## src/rtl/vthernet_pkg.sv

```systemverilog
// vthernet_pkg: shared constants, ARP field offsets and rx_arp state encoding
package vthernet_pkg;
   localparam int OCT = 8;
   localparam logic [15:0] ARP_TYPE      = 16'h0806;
   localparam logic [15:0] IPV4          = 16'h0800;
   localparam logic [15:0] ARP_HTYPE_ETH = 16'h0001;
   localparam logic [15:0] ARP_OPER_REQ  = 16'h0001;
   localparam logic [15:0] ARP_OPER_REP  = 16'h0002;
   localparam logic [7:0]  ARP_HLEN      = 8'd6;
   localparam logic [7:0]  ARP_PLEN      = 8'd4;
   localparam logic [4:0]  OFF_OPER = 5'd6;
   localparam logic [4:0]  OFF_SHA  = 5'd8;
   localparam logic [4:0]  OFF_SPA  = 5'd14;
   localparam logic [4:0]  OFF_THA  = 5'd18;
   localparam logic [4:0]  OFF_TPA  = 5'd24;
   localparam logic [4:0]  ARP_LEN  = 5'd28;
   localparam logic [4:0]  ARP_LAST = ARP_LEN - 5'd1;
   localparam logic [1:0]  S_IDLE   = 2'd0;
   localparam logic [1:0]  S_PARSE  = 2'd1;
   localparam logic [1:0]  S_DRAIN  = 2'd2;
   localparam logic [1:0]  S_DECIDE = 2'd3;
   // expected value of fixed header bytes 0..5 (HTYPE, PTYPE, HLEN, PLEN)
   function automatic logic [7:0] hdr_exp(input logic [4:0] idx);
      return idx == 5'd0 ? ARP_HTYPE_ETH[15:8] :
             idx == 5'd1 ? ARP_HTYPE_ETH[7:0]  :
             idx == 5'd2 ? IPV4[15:8]          :
             idx == 5'd3 ? IPV4[7:0]           :
             idx == 5'd4 ? ARP_HLEN            : ARP_PLEN;
   endfunction
endpackage

```

## src/rtl/rx_arp.sv

```systemverilog
// rx_arp: parses ARP payloads from rx_ethernet and flags requests/replies for our IP
module rx_arp import vthernet_pkg::*; (
   input  logic           RX_CLK,
   input  logic           rst,
   input  logic           func_en,
   input  logic [31:0]    ip_addr,
   input  logic [15:0]    rx_len_type,
   input  logic           rx_ethernet_data_v,
   input  logic [OCT-1:0] rx_ethernet_data,
   output logic           arp_req_v,
   output logic           arp_reply_rx,
   output logic           arp_err,
   output logic [47:0]    arp_sender_mac,
   output logic [31:0]    arp_sender_ip,
   output logic           rx_arp_irq
);
   logic [1:0]  state;
   logic [4:0]  cnt, idx;
   logic        dv_q, mism, tpa_ok, full, req_q, rep_q, err_q;
   logic        idle_like, start, take, trunc, decide_now, accept;
   logic [15:0] oper;
   logic [47:0] sha_sh;
   logic [31:0] spa_sh;
   logic [7:0]  ip_b;
   // DECIDE behaves like IDLE for frame starts so a back-to-back byte 0 is not lost;
   // dv_q blocks a start when reset releases in the middle of a frame
   assign idle_like  = state == S_IDLE || state == S_DECIDE;
   assign start      = idle_like && rx_ethernet_data_v && !dv_q && func_en && rx_len_type == ARP_TYPE;
   assign take       = start || (state == S_PARSE && rx_ethernet_data_v);
   assign idx        = state == S_PARSE ? cnt : 5'd0;
   assign ip_b       = idx[1:0] == 2'd0 ? ip_addr[31:24] : idx[1:0] == 2'd1 ? ip_addr[23:16] :
                       idx[1:0] == 2'd2 ? ip_addr[15:8] : ip_addr[7:0];
   assign trunc      = !rst && state == S_PARSE && !rx_ethernet_data_v;
   assign decide_now = state == S_DRAIN && !rx_ethernet_data_v && full;
   assign accept     = decide_now && !mism && tpa_ok && (oper == ARP_OPER_REQ || oper == ARP_OPER_REP);
   assign arp_req_v    = req_q;
   assign arp_reply_rx = rep_q;
   assign arp_err      = err_q | trunc;
   assign rx_arp_irq   = req_q | rep_q;
   // frame FSM, field capture and the decision registered into the DECIDE cycle
   always_ff @(posedge RX_CLK) begin
      if (rst) begin
         state          <= S_IDLE;
         cnt            <= '0;
         dv_q           <= 1'b1;
         mism           <= 1'b0;
         tpa_ok         <= 1'b0;
         full           <= 1'b0;
         oper           <= '0;
         sha_sh         <= '0;
         spa_sh         <= '0;
         req_q          <= 1'b0;
         rep_q          <= 1'b0;
         err_q          <= 1'b0;
         arp_sender_mac <= '0;
         arp_sender_ip  <= '0;
      end else begin
         dv_q  <= rx_ethernet_data_v;
         req_q <= accept && oper == ARP_OPER_REQ;
         rep_q <= accept && oper == ARP_OPER_REP;
         err_q <= decide_now && (mism || (oper != ARP_OPER_REQ && oper != ARP_OPER_REP));
         if (accept) begin
            arp_sender_mac <= sha_sh;
            arp_sender_ip  <= spa_sh;
         end
         if (idle_like) full <= 1'b0;
         if (take) begin
            cnt    <= idx + 5'd1;
            full   <= idx == ARP_LAST;
            mism   <= (start ? 1'b0 : mism) | (idx < OFF_OPER && rx_ethernet_data != hdr_exp(idx));
            tpa_ok <= (start ? 1'b1 : tpa_ok) & (idx < OFF_TPA || rx_ethernet_data == ip_b);
            if (idx >= OFF_OPER && idx < OFF_SHA) oper   <= {oper[7:0], rx_ethernet_data};
            if (idx >= OFF_SHA && idx < OFF_SPA)  sha_sh <= {sha_sh[39:0], rx_ethernet_data};
            if (idx >= OFF_SPA && idx < OFF_THA)  spa_sh <= {spa_sh[23:0], rx_ethernet_data};
         end
         if (idle_like)
            state <= start ? S_PARSE : rx_ethernet_data_v ? S_DRAIN : S_IDLE;
         else if (state == S_PARSE)
            state <= !rx_ethernet_data_v ? S_IDLE : idx == ARP_LAST ? S_DRAIN : S_PARSE;
         else
            state <= rx_ethernet_data_v ? S_DRAIN : full ? S_DECIDE : S_IDLE;
      end
   end
endmodule

```

## config.mk

```make
export PLATFORM = sky130hd
export DESIGN_NAME = rx_arp
export DESIGN_NICKNAME = d
export VERILOG_FILES = /design/src/rtl/vthernet_pkg.sv /design/src/rtl/rx_arp.sv
export SDC_FILE = /design/constraint.sdc
export NUM_CORES = 1
export LEC_CHECK = 0
export CAP_MARGIN = 15
export CORE_MARGIN = 4
export CORE_UTILIZATION = 27
export DETAILED_ROUTE_END_ITERATION = 8
export HOLD_SLACK_MARGIN = 0.06
export PLACE_DENSITY = 0.46
export SETUP_SLACK_MARGIN = 0.15
export SLEW_MARGIN = 20
export SYNTH_ARGS = -nofsm -noshare
export SYNTH_HDL_FRONTEND = slang
export SYNTH_SLANG_ARGS = --single-unit
export TNS_END_PERCENT = 100
```

## constraint.sdc

```tcl
create_clock -name RX_CLK -period 3.1 [get_ports RX_CLK]
set_clock_uncertainty 0.15 [all_clocks]
set_input_delay 0.465 -clock RX_CLK [delete_from_list [all_inputs] [get_ports RX_CLK]]
set_output_delay 0.465 -clock RX_CLK [all_outputs]
set_load 0.01 [all_outputs]
```

## Yosys cells after proc, flatten, opt, wreduce, memory -nomap -nowiden

Index checks and enable logic that the tools add are counted.

- Flip-flop bits (word level): 190
- Input port bits: 60
- Output and inout port bits: 84
- Word-level logic and storage cells: 101

- $add $sub $neg: 1
- Order comparisons: 8
- Eq/ne operators: 17
- Mux-type cells: 21
- Bitwise operators: 4
- Reductions and logical operators: 36

Operators by type and width:

| cell | number |
|---|---|
| 8-bit 2-to-1 mux | 3 |
| 1-bit logical AND | 20 |
| 2-bit 2-to-1 mux | 9 |
| 16-bit by 1-bit == test with 1-bit output, second input constant | 1 |
| 16-bit by 12-bit == test with 1-bit output, second input constant | 1 |
| 16-bit by 2-bit == test with 1-bit output, second input constant | 1 |
| 16-bit by 1-bit inequality test with 1-bit output, second input constant | 1 |
| 16-bit by 2-bit inequality test with 1-bit output, second input constant | 1 |
| 4-bit 2-to-1 mux | 3 |
| 5-bit by 2-bit == test with 1-bit output, second input constant | 2 |
| 5-bit by 4-bit >= comparator with 1-bit output, second input constant | 2 |
| 5-bit by 4-bit less-than comparator with 1-bit output, second input constant | 2 |
| 5-bit less-than comparator, second input constant | 2 |
| 8-bit == test | 1 |
| 8-bit by 4-bit inequality test with 1-bit output | 1 |
| 2-bit == test, second input constant | 3 |
| 2-bit AND reduction | 3 |
| 5-bit by 1-bit adder with 5-bit output, second input constant | 1 |
| 5-bit by 1-bit == test with 1-bit output, second input constant | 1 |
| 5-bit by 3-bit == test with 1-bit output, second input constant | 1 |
| 5-bit == test, second input constant | 1 |
| 5-bit by 3-bit >= comparator with 1-bit output, second input constant | 1 |
| 5-bit zero test | 1 |
| 1-bit logical OR | 5 |
| 10 further kinds | 20 |

## Depth between registers and ports, before layout

Gate-level depths: netlist of the first run.

- Depth after elaboration: 11
- Depth in mapped cells: 14
- Depth with buffers taken out: 11

## Least setup slack after synthesis of the first run

OpenSTA, ideal clock, no wires.

- Path kind: flip-flop to flip-flop
- From: register state[1]
- To: register tpa_ok
- Setup time: 0.060 ns
- Arrival time: 2.695 ns
- Data required time: 2.890 ns
- Setup slack: 0.196 ns
- Stages on the path, launching flop included: 15
- Path buffers: 3
- Clock period less this slack: 2.904 ns
- Path through: dfxtp_1 inv_1 ha_1 clkbuf_1 clkbuf_1 and2_1 inv_1 ha_1 clkbuf_1 nor3b_1 o32ai_1 a22oi_1 o221ai_1 o41ai_1 o311a_1

- Cells in the longest elaborated chain, start to end: 9
- Elaborated cells on any way between the ends: 22
- Those cells by class: order compare: 1; eq/ne: 5; mux: 5; bitwise: 1; reduce/logical: 10

RTL lines:

| item | line | source |
|---|---|---|
| from (decl) | rx_arp.sv:17 | `logic [1:0] state;` |
| from (signal assigned) | rx_arp.sv:77 | `state <= start ? S_PARSE : rx_ethernet_data_v ? S_DRAIN : S_IDLE;` |
| from (signal assigned) | rx_arp.sv:79 | `state <= !rx_ethernet_data_v ? S_IDLE : idx == ARP_LAST ? S_DRAIN : S_PARSE;` |
| from (signal assigned) | rx_arp.sv:81 | `state <= rx_ethernet_data_v ? S_DRAIN : full ? S_DECIDE : S_IDLE;` |
| 2-bit by 1-bit == test with 1-bit output | rx_arp.sv:29, rx_arp.sv:30 |  |
| 5-bit 2-to-1 mux | rx_arp.sv:30 | `assign idx = state == S_PARSE ? cnt : 5'd0;` |
| 2-bit == test | rx_arp.sv:32 | `idx[1:0] == 2'd2 ? ip_addr[15:8] : ip_addr[7:0];` |
| 8-bit 2-to-1 mux | rx_arp.sv:32 |  |
| 8-bit 2-to-1 mux (2 in series) | rx_arp.sv:31 | `assign ip_b = idx[1:0] == 2'd0 ? ip_addr[31:24] : idx[1:0] == 2'd1 ? ip_addr[23:16] :` |
| 8-bit == test | rx_arp.sv:71 | `tpa_ok <= (start ? 1'b1 : tpa_ok) & (idx < OFF_TPA \|\| rx_ethernet_data == ip_b);` |
| 1-bit logical OR | rx_arp.sv:71 |  |
| 1-bit AND | rx_arp.sv:71 |  |
| to (signal assigned) | rx_arp.sv:71 |  |
| to (decl) | rx_arp.sv:19 | `logic dv_q, mism, tpa_ok, full, req_q, rep_q, err_q;` |

Several ways; a longest one is shown, not always the timed one.
A chain may end at the register's enable or synchronous reset.

## Worst setup path in the final report of the first run

Same ends and word-level chain as after synthesis.

==> results of run 1 <==
## critical path, stage by stage (launching register included)
cell and delay (ns):
dfxtp_1 0.34, inv_1 0.05, ha_1 0.21, and2_1 0.20
inv_1 0.12, ha_2 0.22, buf_4 0.15, nor3b_1 0.20
o32ai_1 0.16, a22oi_1 0.19, o221ai_1 0.15, o41ai_1 0.37
o311a_1 0.21
## layer usage
metal	share of wire [%]	wire length, um	global-route usage (%)
met5	0	0	0
met2	44	9180	20.5
met4	0.91	191	3.29
met1	51	10700	18.3
met3	4.3	891	3.24
## worst paths after layout
kind                             to  slack [ns]  cells after the start
setup / recovery             tpa_ok        0.33                     12
hold / removal                 dv_q        0.13                      3
setup reg to reg             tpa_ok        0.33                     12
hold reg to reg   arp_sender_ip[24]        0.30                      2
## cell usage in the layout (no fill, tap or decap), types with 7 or more instances in the layout
master	netlist	layout
xnor2_1	7	7
clkbuf_16	0	17
a21oi_1	104	103
inv_1	14	14
a21oi_2	35	35
buf_4	1	9
mux2i_1	59	59
nor2_1	66	66
dfxtp_1	190	190
nand2_1	272	272
clkdlybuf4s50_1	0	142
## logic make-up after synthesis
kind of cell | after synthesis
adders and majority gates | 6
AOI/OAI and AO/OA | 174
DFF | 190
xor gates and xnor gates | 12
muxes | 59
buffers and inverters | 81
and+or+nand+nor | 392
## power by group through the flow
stage	clock network [mW]	logic, mW	registers, mW
floorplan	0	0.0856	2.50
global placement	0	0.200	2.50
detailed placement	0	0.199	2.50
CTS	2.43	0.199	2.44
global route	2.52	0.213	2.44
finish	2.34	0.197	2.44
## sequential cells by signal (all words and copies together) (netlist names), 2 cells and up
name	count
oper	16
cnt	5
arp_sender_ip	32
sha_sh	48
state	2
spa_sh	32
arp_sender_mac	48
## layout make-up
cell class | instances | share of cell area [%]
flip-flops and latches | 190 | 37.6
inverters | 14 | 0.519
well taps | 378 | 4.67
clock inverters | 15 | 2.14
clock buffers | 17 | 4.20
repair buffers | 157 | 15.8
multi-input cells | 643 | 35.1
==> out/summary.txt, run 1 <==
Synth Area in Simple Gates: 21.3%
port buffer count: 143
Slew @ Worst Pin: 1.01 ns
fin nets: 1089
chip width: 177 um
synth top area cells: dfxtp_1 (49%), nand2_1 (13%), mux2i_1 (7.6%)
CORE AREA: 0.0281 mm^2
Sw Share: 23.8%
Final Instance Area: 0.0101 mm^2
# fillers: 3010
vias in the first global route: 6231
clock share of power: 47.0%
Arrival @ worst endpoint: 3.00 ns
Tmin final: 2.77 ns
gr ovfl total: 0
initial DRC count: 404
leakage: 3.37 nW
Antenna Cells: 0
worst endpoint required time: 3.32 ns
DRT Pass-1 Iters: 6
final hold violation count: 0
Vias: 6380
Top Ports: 144
final core occ: 36.0%
FFs w/ async S/R, synth: 0%
post-route setup TNS: 0 ns
Post-Syn Area: 0.00775 mm^2
cell count after synthesis: 914
Commonest cells post-synth: nand2_1 (272), dfxtp_1 (190), a21oi_1 (104)
top cell type by total area after synthesis: dfxtp_1
dpl hpwl: 13500 um
Total Wirelength: 20900 um
maximum buffer depth of the clock tree: 2
GPL Wtd Cong: 0.760
min-delay src: rst
Distinct cells, synth: 54
worst hold margin: 0.132 ns
Routed wire per std cell: 14.8 um
#FFs+latches synth: 190
Final Setup Violations: 0
post-route clock period utilization: 89.5%
crit path kind: reg2reg
adder-cell share of the synthesized area: 0.968%
Clock Latency Late Sink: 0.43 ns
Post-synth EDFFs: 0
RSZ-0062 raised after global routing: no
Final WS setup: 0.325 ns
run status: complete, no violations
peak supply drop: 0.356 mV
Cell Rows: 61
die footprint: 0.0315 mm^2
Resize count post-CTS: 0
mux cell area share after synthesis: 7.62%
Synth warnings: 0
layout cells sized above 1: 9.56%
Placement Cell Area: 0.00946 mm^2
Initial Util: 27.6%
critical path capture point type: flop
Sw Pwr: 1.18 mW
CTS HTree Levels: 4
Syn Area/Cell: 8.48 um^2
post-route ant nets: 0
Post-Place Setup Slack: 0.298 ns
GR Util All Layers: 13.2%
Logic pwr share: 4.0%
Num Clock Sinks: 190
hold crit path type: in2reg
complex-gate fraction of the synthesized area: 14.1%
register area: 0.00380 mm^2
first-pass GRT wire length: 33500 um
sequential share of the synthesized area: 49.1%
Remaining DRCs: 0
CTS tree: yes
Hold Buf Count CTS: 0
Post-Synth XOR/XNOR Area: 1.36%
Area Growth Syn to Fin: 30.5%
reg2reg start: state[1]
Seq pwr share: 49.1%
crit-path max FO: 8
relative slew slack: 32.5%
pwr dens: 492 mW/mm^2
count leader, synth: nand2_1
die height: 177 um
largest family of logic cells by synthesized area: simple AND/OR/NAND/NOR gates
Startpoint Class: flop
Power, Total: 4.97 mW
Int Pwr: 3.79 mW
# Post-CTS Setup Buffers: 0
CP Launch Point: state[1]
CTS Buf Count: 17
ys flop type: dfxtp_1
max-slew violations: 0
post-synth top area share: 49.1%
root buf cell: clkbuf_16
multi-input logic area: 0.00355 mm^2
antenna violations before repair: 0
syn nets: 980
Peak Freq: 0.360 GHz
Worst-path clk slew: 0.08 ns
largest net degree at the start of global routing: 187
Placed Cells: 1382
Non-Filler Instances: 1414
vias per cell: 4.51
max-cap violations: 0
No activity file was read; power rests on OpenSTA's default activity.
==> inputs of run 2 (changes only) <==
--- a/config.mk
+++ b/config.mk
@@ -9,8 +9,9 @@
 export CORE_MARGIN = 4
 export CORE_UTILIZATION = 27
 export DETAILED_ROUTE_END_ITERATION = 8
+export DONT_BUFFER_PORTS = 1
 export HOLD_SLACK_MARGIN = 0.06
-export PLACE_DENSITY = 0.46
+export PLACE_DENSITY = 0.4
 export SETUP_SLACK_MARGIN = 0.15
 export SLEW_MARGIN = 20
 export SYNTH_ARGS = -nofsm -noshare
==> run 2 against run 1 <==
Die area unchanged. Combinational power down 49%. Largest cell class unchanged. Register-to-register slack worse by 0.18 ns. Flip-flop and latch count unchanged.
==> out/summary.txt, run 2 (synthesized netlist as in run 1, its figures left out) <==
run status: complete, no violations
CORE AREA: 0.0281 mm^2
GR Util All Layers: 14.0%
die footprint: 0.0315 mm^2
Remaining DRCs: 0
leakage: 3.30 nW
first-pass GRT wire length: 35000 um
worst endpoint required time: 3.26 ns
Power, Total: 4.67 mW
Worst-path clk slew: 0.08 ns
commonest non-fill, non-tap cells in the layout: nand2_1 (271), dfxtp_1 (190), a21oi_1 (103)
crit-path max FO: 40
Largest regs: arp_sender_mac: 48 flops, sha_sh: 48 flops
dpl hpwl: 13000 um
DRT Pass-1 Iters: 4
CTS Buf Count: 17
GPL Wtd Cong: 0.769
Routed wire per std cell: 16.5 um
CP max-delay cell: or4_4
Num Clock Sinks: 190
crit path kind: reg2reg
Largest delay share family, worst path: simple AND/OR/NAND/NOR gates
Top Ports: 144
final core occ: 33.4%
Vias: 6118
Arrival @ worst endpoint: 3.12 ns
Clock Latency Late Sink: 0.43 ns
final hold violation count: 0
peak supply drop: 0.349 mV
chip width: 177 um
Initial Util: 27.6%
Final Setup Violations: 0
register area: 0.00380 mm^2
layout cells sized above 1: 10.4%
initial DRC count: 287
commonest non-fill, non-tap cell in the layout: nand2_1
fin nets: 1019
post-route setup TNS: 0 ns
Tmin final: 2.95 ns
critical path capture point type: flop
Final WS setup: 0.146 ns
port buffer count: 0
RSZ-0062 raised after global routing: yes
antenna violations before repair: 0
# fillers: 3048
multi-input logic area: 0.00358 mm^2
max-slew violations: 0
Area Growth Syn to Fin: 21.1%
pwr dens: 498 mW/mm^2
WP buf/inv: 2
met1 Track Usage GR: 18.2%
Cell Rows: 61
relative slew slack: 58.8%
Post-Place Setup Slack: 0.274 ns
post-route clock period utilization: 95.3%
Startpoint Class: flop
Slew @ Worst Pin: 0.618 ns
Total Wirelength: 22100 um
vias in the first global route: 6237
CTS tree: yes
die height: 177 um
gr ovfl total: 0
cell chain of the critical path: nor4_2 -> nand4_1 -> or2_4 -> or4_4 -> buf_16 -> nand2_1 -> a21oi_2 -> dlygate4sd3_1
maximum buffer depth of the clock tree: 2
hold crit path type: in2reg
largest net degree at the start of global routing: 124
CTS HTree Levels: 4
max-cap violations: 0
peak per-stage delay on the critical path: 0.57 ns
root buf cell: clkbuf_16
post-route ant nets: 0
vias per cell: 4.55
met3 usage: 4.24%
Antenna Cells: 0
Peak Freq: 0.339 GHz
met2 Use GR: 23.0%
global route hottest layer: met2
## run 2: tightest hold or removal path: stages
cell	delay, ns
inv_1	0.05
o21a_1	0.12
nor3_1	0.04
## run 2: routing by layer
metal	up-vias	wire length [um]	part of all wire (%)
met5	-	0	0
met1	2860	10100	46
li1	3121	-	-
met2	124	10400	47
met4	0	196	0.89
met3	13	1370	6.2
## run 2: final timing paths
path / start / endpoint / slack, ns / cells past startpoint
setup / recovery: oper[3] / arp_sender_mac[29] / 0.15 / 8
hold reg to reg: sha_sh[47] / arp_sender_mac[47] / 0.30 / 2
hold / removal: rx_ethernet_data_v / state[1] / 0.13 / 3
setup reg to reg: oper[3] / arp_sender_mac[29] / 0.15 / 8
## run 2: power breakdown
| part | internal (mW) | total, mW | switching, mW |
|---|---|---|---|
| sequential | 2.44 | 2.44 | 0.000622 |
| combinational | 0.0410 | 0.0997 | 0.0586 |
| clock | 1.08 | 2.13 | 1.06 |
## run 2: cell type report
class                   instances  share of cell area, %
multi-input cells             643                   38.1
inverters                      14                  0.560
repair buffers                 87                   9.78
well taps                     378                   5.04
clock inverters                14                   1.33
clock buffers                  18                   4.68
flip-flops and latches        190                   40.5
## run 2: per-stage QoR
step	instance area, um^2	instances	hold WS, ns
floorplan	7750	914	0.281
global placement	7970	1235	0.297
detailed placement	7970	1235	0.297
CTS	9300	1341	0.108
global route	9390	1344	0.146
finish	9390	1344	0.133
## run 2: timing repair
action                                 in CTS  in global routing
hold buffers                               74                  0
setup endpoints to repair                   0                 34
endpoints found under the hold margin     186                  0
buffers inserted                            0                  2
resized for setup                           0                  9
==> inputs of run 3 (changes only) <==
--- a/config.mk
+++ b/config.mk
@@ -6,12 +6,12 @@
 export NUM_CORES = 1
 export LEC_CHECK = 0
 export CAP_MARGIN = 15
-export CORE_MARGIN = 4
+export CORE_MARGIN = 8
 export CORE_UTILIZATION = 27
 export DETAILED_ROUTE_END_ITERATION = 8
 export DONT_BUFFER_PORTS = 1
 export HOLD_SLACK_MARGIN = 0.06
-export PLACE_DENSITY = 0.4
+export PLACE_DENSITY = 0.44
 export SETUP_SLACK_MARGIN = 0.15
 export SLEW_MARGIN = 20
 export SYNTH_ARGS = -nofsm -noshare
==> run 3 against run 2 <==
Die area grew 9.2%. First-iteration DRC count grew 36%. Global-route usage shrank 0.86 points. Worst hold slack gained 0.067 ns. Cell count grew 1.8%. Critical path type unchanged. Critical endpoint is now arp_sender_mac[6]. Largest power group unchanged.
==> out/summary.txt, run 3 (synthesized netlist as in run 1, its figures left out) <==
maximum buffer depth of the clock tree: 2
worst hold margin: 0.200 ns
dpl hpwl: 13600 um
Worst path most repeated cell: buf_4
Routed wire per std cell: 18.3 um
DRT Pass-1 Iters: 4
crit path kind: reg2reg
relative slew slack: 25.8%
largest net degree at the start of global routing: 122
leakage: 3.42 nW
crit-path max FO: 8
post-route setup TNS: 0 ns
Worst-path clk slew: 0.08 ns
CP max-delay cell: or4_4
Total Wirelength: 25000 um
run status: complete, no violations
Min-Delay Path Depth: 3
Initial Util: 27.2%
worst setup path end: arp_sender_mac[6]
Largest regs: arp_sender_mac: 48 flops, sha_sh: 48 flops
vias per cell: 4.65
RSZ-0062 raised after global routing: yes
cell chain of the critical path: nor4_2 -> nand4_1 -> or2_4 -> or4_4 -> buf_4 -> clkbuf_16 -> buf_4 -> buf_4 -> buf_4 -> nand2_1 -> a21oi_1
r2r endpoint: arp_sender_mac[6]
Tmin final: 2.95 ns
flop2flop setup slack: 0.15 ns
die footprint: 0.0344 mm^2
commonest non-fill, non-tap cells in the layout: nand2_1 (258), dfxtp_1 (188), a21oi_1 (103)
max-slew violations: 0
vias in the first global route: 6301
GR Util All Layers: 13.2%
root buf cell: clkbuf_16
hold crit path type: in2reg
CTS tree: yes
Cell Rows: 62
max-cap violations: 0
final hold violation count: 0
Final Setup Violations: 0
initial DRC count: 390
die height: 185 um
Top Layer Used: met4
Antenna Cells: 0
Peak Freq: 0.339 GHz
peak supply drop: 0.380 mV
CTS HTree Levels: 4
Clock Latency Late Sink: 0.44 ns
Top Ports: 144
post-route clock period utilization: 95.1%
GPL Wtd Cong: 0.744
port buffer count: 0
Remaining DRCs: 0
post-route ant nets: 0
Num Clock Sinks: 190
commonest non-fill, non-tap cell in the layout: nand2_1
Slew @ Worst Pin: 1.11 ns
Vias: 6357
CORE AREA: 0.0285 mm^2
antenna violations before repair: 0
chip width: 185 um
CTS Buf Count: 17
CP Launch Point: oper[6]
met3 WL: 1970 um
reg2reg start: oper[6]
pwr dens: 486 mW/mm^2
Power, Total: 4.71 mW
gr ovfl total: 0
R2R depth: 11
fin nets: 1037
peak per-stage delay on the critical path: 0.67 ns
worst endpoint required time: 3.22 ns
first-pass GRT wire length: 35300 um
met2 routed WL: 11600 um
Arrival @ worst endpoint: 3.07 ns
Area Growth Syn to Fin: 25.1%
critical path capture point type: flop
met1 wire length: 11000 um
layout cells sized above 1: 15.2%
Startpoint Class: flop
run 3: cell type report:
| cell class | instances | area [um^2] |
|---|---|---|
| multi-input cells | 643 | 3650 |
| repair buffers | 105 | 1130 |
| flip-flops and latches | 190 | 3810 |
| fillers | 3000 | 18800 |
| clock inverters | 13 | 125 |
| inverters | 14 | 52.6 |
| well taps | 384 | 480 |
| clock buffers | 19 | 453 |
run 3: how the worst min path moves through the flow:
stage | from | endpoint | slack, ns
5_1_grt | rx_ethernet_data[2] | tpa_ok | 0.20
6_report | rx_ethernet_data[2] | tpa_ok | 0.20
3_5_place_dp | spa_sh[29] | arp_sender_ip[29] | 0.30
2_1_floorplan | spa_sh[24] | arp_sender_ip[24] | 0.28
4_1_cts | rx_ethernet_data[2] | tpa_ok | 0.16
3_3_place_gp | sha_sh[42] | sha_sh[42] | 0.29
run 3: per-layer routing:
| layer | vias to the layer above | global-route usage (%) |
|---|---|---|
| li1 | 3146 | - |
| met1 | 3045 | 15.8 |
| met2 | 145 | 21.7 |
| met3 | 21 | 5.02 |
| met4 | 0 | 3.84 |
| met5 | - | 0 |
run 3: power by group:
| group | total [mW] | switching (mW) | internal, mW |
|---|---|---|---|
| Sequential | 2.44 | 0.000621 | 2.44 |
| Combinational | 0.109 | 0.0659 | 0.0433 |
| Clock | 2.16 | 1.06 | 1.11 |
| Total | 4.71 | 1.12 | 3.59 |
run 3: critical path, delay by kind of cell (launching register included):
| family | cells | cell delay, ns |
|---|---|---|
| buffers and inverters | 5 | 0.75 |
| AND/OR/NAND/NOR | 5 | 1.47 |
| flip-flops | 1 | 0.34 |
| AO/OA/AOI/OAI | 1 | 0.06 |
run 3: through the flow:
| step | util (%) | area, um^2 | worst slack (ns) | std cells |
|---|---|---|---|---|
| final | 34.1 | 9700 | 0.153 | 1368 |
| after global routing | 34.1 | 9700 | 0.0656 | 1368 |
| after CTS | 32.8 | 9340 | 0.153 | 1349 |
| after detailed placement | 28.0 | 7980 | 0.110 | 1241 |
| after global placement | 28.0 | 7980 | 0.177 | 1241 |
| after floorplan | - | 7750 | 0.196 | 914 |
run 3: what timing repair did:
item / CTS / global route
pin swaps: 0 / 6
hold buffers: 76 / 1
gates cloned: 0 / 10
buffers inserted: 0 / 21
gates resized for setup: 2 / 39
setup endpoints to repair: 1 / 43
endpoints found under the hold margin: 186 / 13
